<file path="src/rtl/bpu_table_ctrl_if.sv">
`default_nettype none
// ============================================================================
// bpu_table_ctrl_if : control/update/write bus of the BPU table controller
// Revision: 1.0
// ============================================================================
interface bpu_table_ctrl_if #(
  parameter int IDX_W = 9,
  parameter int PC_W  = 32,
  parameter int TAG_W = PC_W - IDX_W - 2
);
  logic             flush_req;
  logic             busy;

  logic             cnt_push;
  logic [IDX_W-1:0] cnt_idx;
  logic [1:0]       cnt_prev;
  logic             cnt_taken;
  logic             cnt_ovf;

  logic             tgt_valid;
  logic             tgt_ready;
  logic [IDX_W-1:0] tgt_idx;
  logic [PC_W-1:0]  tgt_addr;
  logic [TAG_W-1:0] tgt_tag;

  logic             wr_tgt_en;
  logic             wr_cnt_en;
  logic [IDX_W-1:0] wr_idx;
  logic             wr_valid;
  logic [PC_W-1:0]  wr_npc;
  logic [TAG_W-1:0] wr_tag;
  logic [1:0]       wr_cnt;

  // Master is the update/resolution side; slave is the table controller.
  modport master (
    output flush_req, cnt_push, cnt_idx, cnt_prev, cnt_taken,
           tgt_valid, tgt_idx, tgt_addr, tgt_tag,
    input  busy, cnt_ovf, tgt_ready,
           wr_tgt_en, wr_cnt_en, wr_idx, wr_valid, wr_npc, wr_tag, wr_cnt
  );

  modport slave (
    input  flush_req, cnt_push, cnt_idx, cnt_prev, cnt_taken,
           tgt_valid, tgt_idx, tgt_addr, tgt_tag,
    output busy, cnt_ovf, tgt_ready,
           wr_tgt_en, wr_cnt_en, wr_idx, wr_valid, wr_npc, wr_tag, wr_cnt
  );
endinterface
`default_nettype wire

</file>
<file path="src/rtl/bpu_table_ctrl.sv">
`default_nettype none
// ============================================================================
// bpu_table_ctrl : BPU table write-port owner (init sweep, counter FIFO,
//                  target installs)
// Revision: 1.0
// ============================================================================
module bpu_table_ctrl #(
  parameter int TABLE_SIZE = 512,
  parameter int IDX_W      = 9,
  parameter int PC_W       = 32,
  parameter int TAG_W      = PC_W - IDX_W - 2,
  parameter int FIFO_DEPTH = 2
) (
  input  logic            clk,
  input  logic            nrst,
  bpu_table_ctrl_if.slave tbl_if
);

  localparam int               PTR_W    = (FIFO_DEPTH > 1) ? $clog2(FIFO_DEPTH) : 1;
  localparam int               CNT_W    = PTR_W + 1;
  localparam logic [IDX_W-1:0] LAST_IDX = IDX_W'(TABLE_SIZE - 1);
  localparam logic [CNT_W-1:0] FULL_CNT = CNT_W'(FIFO_DEPTH);

  typedef enum logic [0:0] {
    SWEEP = 1'b0,
    RUN   = 1'b1
  } state_e;

  typedef struct packed {
    logic [IDX_W-1:0] idx;
    logic [1:0]       prev;
    logic             taken;
  } cnt_ent_t;

  state_e           state_q, state_d;
  logic [IDX_W-1:0] sweep_idx_q, sweep_idx_d, sweep_cur;

  cnt_ent_t         fifo_q [FIFO_DEPTH];
  logic [PTR_W-1:0] rd_ptr_q, rd_ptr_d;
  logic [PTR_W-1:0] wr_ptr_q, wr_ptr_d;
  logic [CNT_W-1:0] count_q, count_d;

  logic             busy_q, busy_d;
  logic             ovf_q, ovf_d;

  logic             wr_tgt_en_q, wr_tgt_en_d;
  logic             wr_cnt_en_q, wr_cnt_en_d;
  logic [IDX_W-1:0] wr_idx_q, wr_idx_d;
  logic             wr_valid_q, wr_valid_d;
  logic [PC_W-1:0]  wr_npc_q, wr_npc_d;
  logic [TAG_W-1:0] wr_tag_q, wr_tag_d;
  logic [1:0]       wr_cnt_q, wr_cnt_d;

  logic             in_run;
  logic             tgt_rdy;
  logic             accept;
  logic             pop;
  logic             push_ok;
  logic             drop;
  logic             fifo_empty;
  logic             fifo_full;
  cnt_ent_t         head;
  cnt_ent_t         incoming;

  function automatic logic [1:0] cnt_next(input logic [1:0] prev, input logic taken);
    if (taken && prev[1])
      return 2'b11;
    else if ((taken && prev == 2'b01) || (!taken && prev == 2'b11))
      return 2'b10;
    else if ((taken && prev == 2'b00) || (!taken && prev == 2'b10))
      return 2'b01;
    else
      return 2'b00;
  endfunction

  assign in_run     = (state_q == RUN);
  assign head       = fifo_q[rd_ptr_q];
  assign fifo_empty = (count_q == '0);
  assign fifo_full  = (count_q == FULL_CNT);
  assign incoming   = '{idx: tbl_if.cnt_idx, prev: tbl_if.cnt_prev, taken: tbl_if.cnt_taken};

  assign tgt_rdy = in_run && !tbl_if.flush_req;
  assign accept  = tgt_rdy && tbl_if.tgt_valid;
  // wr_idx is shared: a counter pop rides along only when its index matches the install.
  assign pop     = tgt_rdy && !fifo_empty && (!accept || (tbl_if.tgt_idx == head.idx));
  assign push_ok = tgt_rdy && tbl_if.cnt_push && (!fifo_full || pop);
  assign drop    = tgt_rdy && tbl_if.cnt_push && fifo_full && !pop;

  always_comb begin
    state_d     = state_q;
    sweep_idx_d = sweep_idx_q;
    rd_ptr_d    = rd_ptr_q;
    wr_ptr_d    = wr_ptr_q;
    count_d     = count_q;
    busy_d      = busy_q;
    ovf_d       = ovf_q || drop;
    wr_tgt_en_d = 1'b0;
    wr_cnt_en_d = 1'b0;
    wr_idx_d    = wr_idx_q;
    wr_valid_d  = wr_valid_q;
    wr_npc_d    = wr_npc_q;
    wr_tag_d    = wr_tag_q;
    wr_cnt_d    = wr_cnt_q;
    sweep_cur   = tbl_if.flush_req ? '0 : sweep_idx_q;

    unique case (state_q)
      SWEEP: begin
        wr_tgt_en_d = 1'b1;
        wr_cnt_en_d = 1'b1;
        wr_idx_d    = sweep_cur;
        wr_valid_d  = 1'b0;
        wr_npc_d    = '0;
        wr_tag_d    = '0;
        wr_cnt_d    = 2'b01;
        sweep_idx_d = sweep_cur + IDX_W'(1);
        rd_ptr_d    = '0;
        wr_ptr_d    = '0;
        count_d     = '0;
        if (sweep_cur == LAST_IDX) begin
          state_d = RUN;
          busy_d  = 1'b0;
        end else begin
          busy_d  = 1'b1;
        end
      end

      RUN: begin
        if (tbl_if.flush_req) begin
          state_d     = SWEEP;
          sweep_idx_d = '0;
          busy_d      = 1'b1;
          rd_ptr_d    = '0;
          wr_ptr_d    = '0;
          count_d     = '0;
        end else begin
          if (pop) begin
            wr_cnt_en_d = 1'b1;
            wr_idx_d    = head.idx;
            wr_cnt_d    = cnt_next(head.prev, head.taken);
            rd_ptr_d    = rd_ptr_q + PTR_W'(1);
          end
          if (accept) begin
            wr_tgt_en_d = 1'b1;
            wr_idx_d    = tbl_if.tgt_idx;
            wr_valid_d  = 1'b1;
            wr_npc_d    = tbl_if.tgt_addr;
            wr_tag_d    = tbl_if.tgt_tag;
          end
          if (push_ok)
            wr_ptr_d = wr_ptr_q + PTR_W'(1);
          count_d = count_q + CNT_W'(push_ok) - CNT_W'(pop);
        end
      end
    endcase
  end

  always_ff @(posedge clk or negedge nrst) begin
    if (!nrst) begin
      state_q     <= SWEEP;
      sweep_idx_q <= '0;
      rd_ptr_q    <= '0;
      wr_ptr_q    <= '0;
      count_q     <= '0;
      busy_q      <= 1'b1;
      ovf_q       <= 1'b0;
      wr_tgt_en_q <= 1'b0;
      wr_cnt_en_q <= 1'b0;
      wr_idx_q    <= '0;
      wr_valid_q  <= 1'b0;
      wr_npc_q    <= '0;
      wr_tag_q    <= '0;
      wr_cnt_q    <= '0;
      for (int i = 0; i < FIFO_DEPTH; i++)
        fifo_q[i] <= '0;
    end else begin
      state_q     <= state_d;
      sweep_idx_q <= sweep_idx_d;
      rd_ptr_q    <= rd_ptr_d;
      wr_ptr_q    <= wr_ptr_d;
      count_q     <= count_d;
      busy_q      <= busy_d;
      ovf_q       <= ovf_d;
      wr_tgt_en_q <= wr_tgt_en_d;
      wr_cnt_en_q <= wr_cnt_en_d;
      wr_idx_q    <= wr_idx_d;
      wr_valid_q  <= wr_valid_d;
      wr_npc_q    <= wr_npc_d;
      wr_tag_q    <= wr_tag_d;
      wr_cnt_q    <= wr_cnt_d;
      if (push_ok)
        fifo_q[wr_ptr_q] <= incoming;
    end
  end

  assign tbl_if.busy      = busy_q;
  assign tbl_if.cnt_ovf   = ovf_q;
  assign tbl_if.tgt_ready = tgt_rdy;
  assign tbl_if.wr_tgt_en = wr_tgt_en_q;
  assign tbl_if.wr_cnt_en = wr_cnt_en_q;
  assign tbl_if.wr_idx    = wr_idx_q;
  assign tbl_if.wr_valid  = wr_valid_q;
  assign tbl_if.wr_npc    = wr_npc_q;
  assign tbl_if.wr_tag    = wr_tag_q;
  assign tbl_if.wr_cnt    = wr_cnt_q;

endmodule
`default_nettype wire

</file>
<file path="src/flat_wrapper.sv">
// flat-port wrapper written by rule: the top's interface ports become plain ports
module bpu_table_ctrl_flat 
#(
  parameter int TABLE_SIZE = 512,
  parameter int IDX_W      = 9,
  parameter int PC_W       = 32,
  parameter int TAG_W      = PC_W - IDX_W - 2,
  parameter int FIFO_DEPTH = 2
)
  (clk, nrst, tbl_if_flush_req, tbl_if_cnt_push, tbl_if_cnt_idx, tbl_if_cnt_prev, tbl_if_cnt_taken, tbl_if_tgt_valid, tbl_if_tgt_idx, tbl_if_tgt_addr, tbl_if_tgt_tag, tbl_if_busy, tbl_if_cnt_ovf, tbl_if_tgt_ready, tbl_if_wr_tgt_en, tbl_if_wr_cnt_en, tbl_if_wr_idx, tbl_if_wr_valid, tbl_if_wr_npc, tbl_if_wr_tag, tbl_if_wr_cnt);
  bpu_table_ctrl_if #(.IDX_W(IDX_W), .PC_W(PC_W), .TAG_W(TAG_W)) tbl_if_i ();
  input  logic clk;
  input  logic nrst;
  input wire logic [$bits(tbl_if_i.flush_req)-1:0] tbl_if_flush_req;
  input wire logic [$bits(tbl_if_i.cnt_push)-1:0] tbl_if_cnt_push;
  input wire logic [$bits(tbl_if_i.cnt_idx)-1:0] tbl_if_cnt_idx;
  input wire logic [$bits(tbl_if_i.cnt_prev)-1:0] tbl_if_cnt_prev;
  input wire logic [$bits(tbl_if_i.cnt_taken)-1:0] tbl_if_cnt_taken;
  input wire logic [$bits(tbl_if_i.tgt_valid)-1:0] tbl_if_tgt_valid;
  input wire logic [$bits(tbl_if_i.tgt_idx)-1:0] tbl_if_tgt_idx;
  input wire logic [$bits(tbl_if_i.tgt_addr)-1:0] tbl_if_tgt_addr;
  input wire logic [$bits(tbl_if_i.tgt_tag)-1:0] tbl_if_tgt_tag;
  output wire logic [$bits(tbl_if_i.busy)-1:0] tbl_if_busy;
  output wire logic [$bits(tbl_if_i.cnt_ovf)-1:0] tbl_if_cnt_ovf;
  output wire logic [$bits(tbl_if_i.tgt_ready)-1:0] tbl_if_tgt_ready;
  output wire logic [$bits(tbl_if_i.wr_tgt_en)-1:0] tbl_if_wr_tgt_en;
  output wire logic [$bits(tbl_if_i.wr_cnt_en)-1:0] tbl_if_wr_cnt_en;
  output wire logic [$bits(tbl_if_i.wr_idx)-1:0] tbl_if_wr_idx;
  output wire logic [$bits(tbl_if_i.wr_valid)-1:0] tbl_if_wr_valid;
  output wire logic [$bits(tbl_if_i.wr_npc)-1:0] tbl_if_wr_npc;
  output wire logic [$bits(tbl_if_i.wr_tag)-1:0] tbl_if_wr_tag;
  output wire logic [$bits(tbl_if_i.wr_cnt)-1:0] tbl_if_wr_cnt;
  assign tbl_if_i.flush_req = tbl_if_flush_req;
  assign tbl_if_i.cnt_push = tbl_if_cnt_push;
  assign tbl_if_i.cnt_idx = tbl_if_cnt_idx;
  assign tbl_if_i.cnt_prev = tbl_if_cnt_prev;
  assign tbl_if_i.cnt_taken = tbl_if_cnt_taken;
  assign tbl_if_i.tgt_valid = tbl_if_tgt_valid;
  assign tbl_if_i.tgt_idx = tbl_if_tgt_idx;
  assign tbl_if_i.tgt_addr = tbl_if_tgt_addr;
  assign tbl_if_i.tgt_tag = tbl_if_tgt_tag;
  assign tbl_if_busy = tbl_if_i.busy;
  assign tbl_if_cnt_ovf = tbl_if_i.cnt_ovf;
  assign tbl_if_tgt_ready = tbl_if_i.tgt_ready;
  assign tbl_if_wr_tgt_en = tbl_if_i.wr_tgt_en;
  assign tbl_if_wr_cnt_en = tbl_if_i.wr_cnt_en;
  assign tbl_if_wr_idx = tbl_if_i.wr_idx;
  assign tbl_if_wr_valid = tbl_if_i.wr_valid;
  assign tbl_if_wr_npc = tbl_if_i.wr_npc;
  assign tbl_if_wr_tag = tbl_if_i.wr_tag;
  assign tbl_if_wr_cnt = tbl_if_i.wr_cnt;
  bpu_table_ctrl #(.TABLE_SIZE(TABLE_SIZE), .IDX_W(IDX_W), .PC_W(PC_W), .TAG_W(TAG_W), .FIFO_DEPTH(FIFO_DEPTH)) u_core (.clk(clk), .nrst(nrst), .tbl_if(tbl_if_i));
endmodule
</file>
<file path="config.mk">
export PLATFORM = sky130hd
export DESIGN_NAME = bpu_table_ctrl_flat
export DESIGN_NICKNAME = d
export VERILOG_FILES = /design/src/rtl/bpu_table_ctrl_if.sv /design/src/rtl/bpu_table_ctrl.sv /design/src/flat_wrapper.sv
export SDC_FILE = /design/constraint.sdc
export NUM_CORES = 1
export LEC_CHECK = 0
export BUFFER_PORTS_ARGS = -buffer_cell sky130_fd_sc_hd__buf_4
export CAP_MARGIN = 20
export CORE_ASPECT_RATIO = 0.5
export CORE_MARGIN = 1.5
export CORE_UTILIZATION = 25
export DETAILED_ROUTE_END_ITERATION = 8
export GPL_TIMING_DRIVEN = 1
export SYNTH_ARGS = -nofsm -noshare
export SYNTH_HDL_FRONTEND = slang
export SYNTH_SLANG_ARGS = --single-unit
</file>
<file path="constraint.sdc">
create_clock -name clk -period 4.5 [get_ports clk]
set_input_delay 0.225 -clock clk [delete_from_list [all_inputs] [get_ports clk]]
set_output_delay 0.225 -clock clk [all_outputs]
set_load 0.005 [all_outputs]
</file>
==> results by group, run 1 <==
Floorplanning
  • Die width: 199 um
  • Die Y: 101 um
  • Core Rows: 35
  • Die ar.: 20200 um^2
  • Starting Density: 25.8%
  • Top-level port count: between 100 and 150
  • Core area: ~19000 um^2

Clocking
  • Hold-fix buffers, CTS: 0
  • Clock Tree Buf Depth: 2
  • CTS Buf Count: 9
  • Number of H-tree levels: 3
  • CTS tree: done
  • CTS Sinks: roughly 110
  • Post_cts resized: 0
  • CTS clk-pin slew, worst paths: approximately 90 ps
  • Clock Latency Late Sink: 360 ps
  • Post-CTS Setup Bufs: 0
  • Root Buffer: clkbuf_16

STA
  • Final period util: 69.1%
  • RSZ-0062 raised after global routing: false
  • Relative slew slack: 32.7%
  • Final setup TNS: 0 ps
  • Setup WS post-layout: 1390 ps
  • Final setup violation count: 0
  • Tmin final: 3110 ps
  • F_max: between 300 and 400 MHz
  • Worst-case clock skew: between 10 and 15 ps
  • Final hold vios: 0
  • Max-slew violations: 0
  • Tightest Pin Transition: 1010 ps

Finish
  • Share of cells above drive strength 1: 32.7%
  • Antenna Cells: 0
  • Nets: about 680
  • Non-Filler Instances: 858
  • Area of the multi-input gates: 1990 um^2
  • # fillers: a little under 2000
  • P&R area growth vs syn: 34.0%
  • Register area: 2680 um^2
  • Final core occ: 34.6%

Synth
  • Post-synth net total: 541
  • Seq cells post-synth: 107
  • Largest cells by area after synthesis: dfrtp_1, nand2_1, nand3_1
  • Register area share after synthesis: 55.6%
  • Distinct cell type count after synthesis: between 40 and 50
  • Post-synth top flop: dfrtp_1
  • Yosys warning count: 0
  • Area leader, netlist: dfrtp_1
  • Syn avg cell area: 10.5 um^2
  • Cell Area, Synth: between 4000 and 5000 um^2
  • Post-synth EDFFs: 0
  • Fraction of registers with async set/reset: 100%
  • Synth top area share: roughly 55%
  • Cells after Synth: 458

Detailed routing
  • Total Wirelength: 12.5 mm
  • Vias per cell: ~4.3
  • Drt pass-1 iters: 4
  • Post-route ant nets: 0
  • DRC errors left: 0
  • Per-cell routed wire length: 14.6 um
  • Starting DRT DRC Count: 208
  • Detailed-route via count: 3726

Critical path
  • CP Data Required Time: 4750 ps
  • Slowest CP cell: dfrtp_1
  • Slowest stage delay, CP: 760 ps
  • Reg2Reg Launch Point: u_core.rd_ptr_q
  • Flop2flop setup slack: 1390 ps
  • Crit Path Class: flip-flop to flip-flop
  • CP endpoint: u_core.fifo_q[1]
  • Critical Path Start: u_core.rd_ptr_q
  • Crit-path max FO: 15
  • Crit-path cells: mux2i_1 > xnor2_1 > nor4_4 > a31oi_4 > nor3b_4 > mux2_2
  • Startpoint Class: flip-flop
  • Reg2Reg Depth: 6
  • Critical R2R Capture: u_core.fifo_q[1]
  • Worst setup EP type: flip-flop
  • Arr. time, crit path: between 3000 and 4000 ps

Place
  • Gpl congestion: between 0.7 and 0.8
  • Dpl hpwl: 8.86 mm
  • Placed Cells: 842
  • Pre-CTS setup slack: 1370 ps
  • IO buf count: about 150

Power and ir drop
  • Pwr dens: 292 nW/um^2
  • VDD IR-drop max: around 170 uV
  • Leakage power: 0.00329 uW

Hold path
  • Min-delay worst type: input port to asynchronous set/reset pin

Global routing
  • Gr usage total: 13.2%
  • Largest net degree at the start of global routing: 76
  • First-pass GRT wire length: 20.6 mm
  • GRT overflow: 0
  • Vias in the first global route: 3783
  • Initial antenna violation count: 0

Status
  • Status: finished clean

Run
  • Max Cap Viol: 0
-- power breakdown --
| group | internal, uW | switching, uW | total (uW) |
|---|---|---|---|
| Clock | 398 | 406 | 804 |
| Sequential | 966 | 3.13 | 970 |
| Combinational | 60.3 | 50.5 | 111 |
-- cell type report --
class	instances	area share, %
repair buffers	152	17.7
clock inverters	7	1.26
well taps	259	5.02
inverters	5	0.291
multi-input cells	319	30.8
clock buffers	9	3.49
flip-flops and latches	107	41.5
-- cells in the mapped netlist, types with 2 or more instances --
cell type and instances:
mux2i_1 11, clkbuf_1 19, mux2_1 9, maj3_1 2, and2_1 3, o221ai_1 9, a21oi_1 12, buf_1 4
ha_1 4, mux2_2 8, and3_1 2, inv_1 4, xnor2_1 14, nand3_1 58, nand2_1 118, xor2_1 4
dfrtp_1 106, nor2_1 7, nor2b_1 15, o21a_1 10, nor3_1 3, nand2b_1 7, mux2_4 10
-- cells in the final DEF (no fill, tap or decap), types with 8 or more instances in the layout --
cell / count
nor2b_1: 15
buf_4: 152
mux2i_1: 11
clkbuf_16: 9
mux2_4: 10
o21a_1: 10
nand2_1: 117
nand3_1: 58
mux2_2: 8
o221ai_1: 9
a21oi_1: 12
mux2_1: 9
dfrtp_1: 105
xnor2_1: 14
-- registers in the layout (all words and copies together), names as in the netlist --
register and cells:
u_core.tbl_if.wr_npc 32, u_core.tbl_if.wr_cnt 2, u_core.fifo_q 24, u_core.tbl_if.wr_tag 21, u_core.rd_ptr_q 1, u_core.count_q 2
u_core.tbl_if.wr_tgt_en 1, u_core.tbl_if.wr_cnt_en 1, u_core.tbl_if.cnt_ovf 1, u_core.in_run 1, u_core.sweep_idx_q 9, u_core.tbl_if.wr_idx 9
u_core.tbl_if.wr_valid 1, u_core.wr_ptr_q 1, u_core.tbl_if.busy 1
-- critical path, delay by kind of cell, from the launching register on --
family | cells | cell delay, ps
compound gates | 1 | 190
xor+xnor | 1 | 130
simple gates | 2 | 1160
mux | 2 | 740
flops | 1 | 760
-- per-layer routing --
metal | vias to the layer above | global-route usage, % | wire [um]
met5 | - | 0 | 0
met3 | 18 | 3.20 | 524
met2 | 74 | 22.0 | 6180
met1 | 1828 | 17.1 | 5610
li1 | 1806 | - | -
met4 | 0 | 4.22 | 224
-- kinds of logic after synthesis --
| group | Yosys count | share of synthesized area (%) |
|---|---|---|
| buffers and inverters | 32 | 3.30 |
| and+or+nand+nor | 219 | 21.3 |
| muxes | 38 | 9.37 |
| adders and majority gates | 6 | 1.45 |
| xor gates and xnor gates | 18 | 3.27 |
| DFF | 107 | 55.6 |
| AOI/OAI and AO/OA | 38 | 5.74 |
-- worst min path at each step --
stage	from	end	slack, ps	cells after the start
after floorplan	nrst	u_core.count_q[0]	-70	0
after global placement	tbl_if_tgt_addr[7]	u_core.tbl_if.wr_npc[7]	410	3
after detailed placement	tbl_if_tgt_tag[2]	u_core.tbl_if.wr_tag[2]	420	3
after CTS	nrst	u_core.tbl_if.wr_npc[16]	40	1
after global routing	tbl_if_tgt_addr[31]	u_core.tbl_if.wr_npc[31]	40	3
final	nrst	u_core.tbl_if.wr_npc[16]	10	1
-- through the flow --
| stage | cell area, um^2 | hold WS (ps) | power, uW |
|---|---|---|---|
| CTS | 6460 | 35.7 | 1920 |
| finish | 6460 | 13.6 | 1880 |
| detailed placement | 6150 | 418 | 1100 |
| global route | 6460 | 37.2 | 1980 |
| floorplan | 4820 | -70.6 | 1010 |
| global placement | 6150 | 414 | 1100 |
(Power assumes the default switching activity.)
==> inputs of run 2 (changes only) <==
==> constraint.sdc (replaced) <==
create_clock -name clk -period 3 [get_ports clk]
set_input_delay 0.15 -clock clk [delete_from_list [all_inputs] [get_ports clk]]
set_output_delay 0.15 -clock clk [all_outputs]
set_load 0.005 [all_outputs]
==> run 2 against run 1 <==
Flip-flop and latch count unchanged. Largest cell class unchanged. Final area up 9.1%. Largest power group unchanged. Critical endpoint is now u_core.fifo_q[9]. Die area unchanged. Worst hold slack better by 3.4 ps. Combinational power up 100%.
==> results by group, run 2 (synthesized netlist as in run 1, its figures left out) <==
Status
  • Status: finished clean

STA
  • Max-slew violations: 0 (unchanged)
  • Final hold vios: 0 (unchanged)
  • Setup WS post-layout: 234 ps (-1160 ps)
  • Tmin final: 2770 ps (-345 ps)
  • Tightest Pin Transition: 1020 ps (+6.05 ps)
  • Worst-case clock skew: 15.6 ps (+2.46 ps)
  • RSZ-0062 raised after global routing: false
  • F_max: 362 MHz (+12%)
  • Final setup TNS: 0 ps (unchanged)
  • Final period util: 92.2% (+23 points)
  • Relative slew slack: 32.3% (-0.40 points)
  • Final setup violation count: 0 (unchanged)

Finish
  • Commonest cells after routing, fill and taps aside: buf_4, nand2_1, dfrtp_1
  • Area of the multi-input gates: 1990 um^2 (unchanged)
  • Max reg flops: 32 (unchanged)
  • # fillers: 1896 (-3.2%)
  • Register area: 2680 um^2 (unchanged)
  • Nets: 734 (+8.4%)
  • Most common cell after layout, fill and taps aside: buf_4
  • Final core occ: 37.7% (+3.1 points)
  • Design area: 7040 um^2 (+9.1%)
  • Non-Filler Instances: 915 (+6.6%)
  • Share of cells above drive strength 1: 30.5% (-2.2 points)
  • P&R area growth vs syn: 46.1%
  • Antenna Cells: 0 (unchanged)

Place
  • Dpl cell area: 6190 um^2 (+0.69%)
  • Placed Cells: 846 (+0.48%)
  • Dpl hpwl: 8.88 mm (+0.20%)
  • Pre-CTS setup slack: 258 ps (-1120 ps)
  • Gpl congestion: 0.796 (+6.1%)
  • IO buf count: 148 (unchanged)

Clocking
  • Clock Tree Buf Depth: 2 (unchanged)
  • Post_cts resized: 0 (unchanged)
  • Hold-fix buffers, CTS: 53 (+53)
  • CTS clk-pin slew, worst paths: 90 ps (about the same)
  • CTS Buf Count: 9 (unchanged)
  • Post-CTS Setup Bufs: 0 (unchanged)
  • Root Buffer: clkbuf_16
  • CTS Sinks: 107 (unchanged)
  • CTS tree: done
  • Number of H-tree levels: 3 (unchanged)
  • Clock Latency Late Sink: 360 ps (about the same)

Power and ir drop
  • Power share of the combinational group: 7.7% (+1.8 points)
  • Clk pwr share: 43.0% (+0.3 points)
  • Leakage power: 0.00354 uW (+7.7%)
  • Switching part of the total: 23.4% (-0.97 points)
  • P_sw: 691 uW (+50%)
  • Pwr dens: 419 nW/um^2 (+44%)
  • VDD IR-drop max: 255 uV (+50%)
  • Int Pwr: 2260 uW (+59%)
  • Seq pwr share: 49.3% (-2.2 points)

Critical path
  • Crit-path max FO: 9 (-6)
  • CP Data Required Time: 3240 ps (-1510 ps)
  • Startpoint Class: flip-flop
  • Crit Path Class: flip-flop to flip-flop
  • Arr. time, crit path: 3000 ps (-360 ps)
  • Worst setup EP type: flip-flop

Global routing
  • GRT overflow: 0 (unchanged)
  • Initial antenna violation count: 0 (unchanged)
  • Largest net degree at the start of global routing: 92 (+21%)
  • First-pass GRT wire length: 21.3 mm (+3.4%)
  • Vias in the first global route: 4096 (+8.3%)
  • Gr usage total: 13.6% (+0.39 points)

Detailed routing
  • DRC errors left: 0 (unchanged)
  • Total Wirelength: 13.3 mm (+6.2%)
  • Drt pass-1 iters: 6 (+2)
  • Detailed-route via count: 3935 (+5.6%)
  • Starting DRT DRC Count: 156 (-25%)
  • Per-cell routed wire length: 14.6 um (-0.41%)
  • Vias per cell: 4.30 (-0.97%)
  • Post-route ant nets: 0 (unchanged)

Floorplanning
  • Top-level port count: 149 (unchanged)
  • Starting Density: 25.8% (unchanged)
  • Core Rows: 35 (unchanged)
  • Core area: 18700 um^2 (unchanged)
  • Die Y: 101 um (unchanged)
  • Die ar.: 20200 um^2 (unchanged)
  • Die width: 199 um (unchanged)

Hold path
  • Min-delay worst type: input port to flip-flop

Run
  • Max Cap Viol: 0 (unchanged)
## run 2: cell types whose count changed in the layout (fill, tap and decap cells not counted)
cell,before,now
bufinv_16,0,1
inv_6,1,3
clkinv_8,2,1
clkinv_4,2,1
inv_8,2,1
buf_4,152,155
dlygate4sd3_1,0,53
buf_12,0,1
## run 2: routing by layer
layer  vias to the layer above  global-route usage (%)  share of wire [%]
li1                       1916                       -                  -
met1                      1917                    16.9                 44
met2                        89                    23.5                 50
met3                        13                    3.33                3.5
met4                         0                    4.40                1.6
met5                         -                       0                  0
## run 2: area by class of cell
cell class / count / area share [%]
multi-input cells: 319 / 28.2
clock inverters: 7 / 1.32
inverters: 5 / 0.267
well taps: 259 / 4.60
clock buffers: 9 / 3.20
flip-flops and latches: 107 / 38.1
repair buffers: 209 / 24.3
## run 2: critical path, cell delays in order, from the launching register on
cell	delay, ps
dfrtp_1	640
mux2i_1	310
xnor2_1	130
nor4_4	420
a31oi_4	200
nor3b_4	360
buf_4	270
mux2_4	310
## run 2: through the flow
| step | power [uW] | hold WS, ps |
|---|---|---|
| 6_report | 2950 | 17.0 |
| 5_1_grt | 3090 | 1.19 |
| 4_1_cts | 3010 | 2.55 |
| 3_5_place_dp | 1660 | 39.7 |
| 3_3_place_gp | 1660 | 39.4 |
| 2_1_floorplan | 1520 | -146 |
## run 2: path summary, 6_finish.rpt
| path | start | end | slack [ps] | cells after the start |
|---|---|---|---|---|
| setup / recovery | u_core.rd_ptr_q | u_core.fifo_q[9] | 230 | 7 |
| hold / removal | tbl_if_cnt_prev[1] | u_core.fifo_q[14] | 20 | 2 |
| setup reg to reg | u_core.rd_ptr_q | u_core.fifo_q[9] | 230 | 7 |
| hold reg to reg | u_core.tbl_if.wr_idx[4] | u_core.tbl_if.wr_idx[4] | 490 | 1 |
| max in group asynchronous | nrst | u_core.sweep_idx_q[4] | 2020 | 3 |
| min in group asynchronous | nrst | u_core.tbl_if.wr_npc[21] | 220 | 2 |
## run 2: power by group through the flow
stage	combinational (uW)	clock [uW]	sequential [uW]
CTS	229	1330	1450
detailed placement	173	0	1480
floorplan	37.7	0	1480
global route	246	1390	1460
finish	226	1270	1450
global placement	172	0	1480
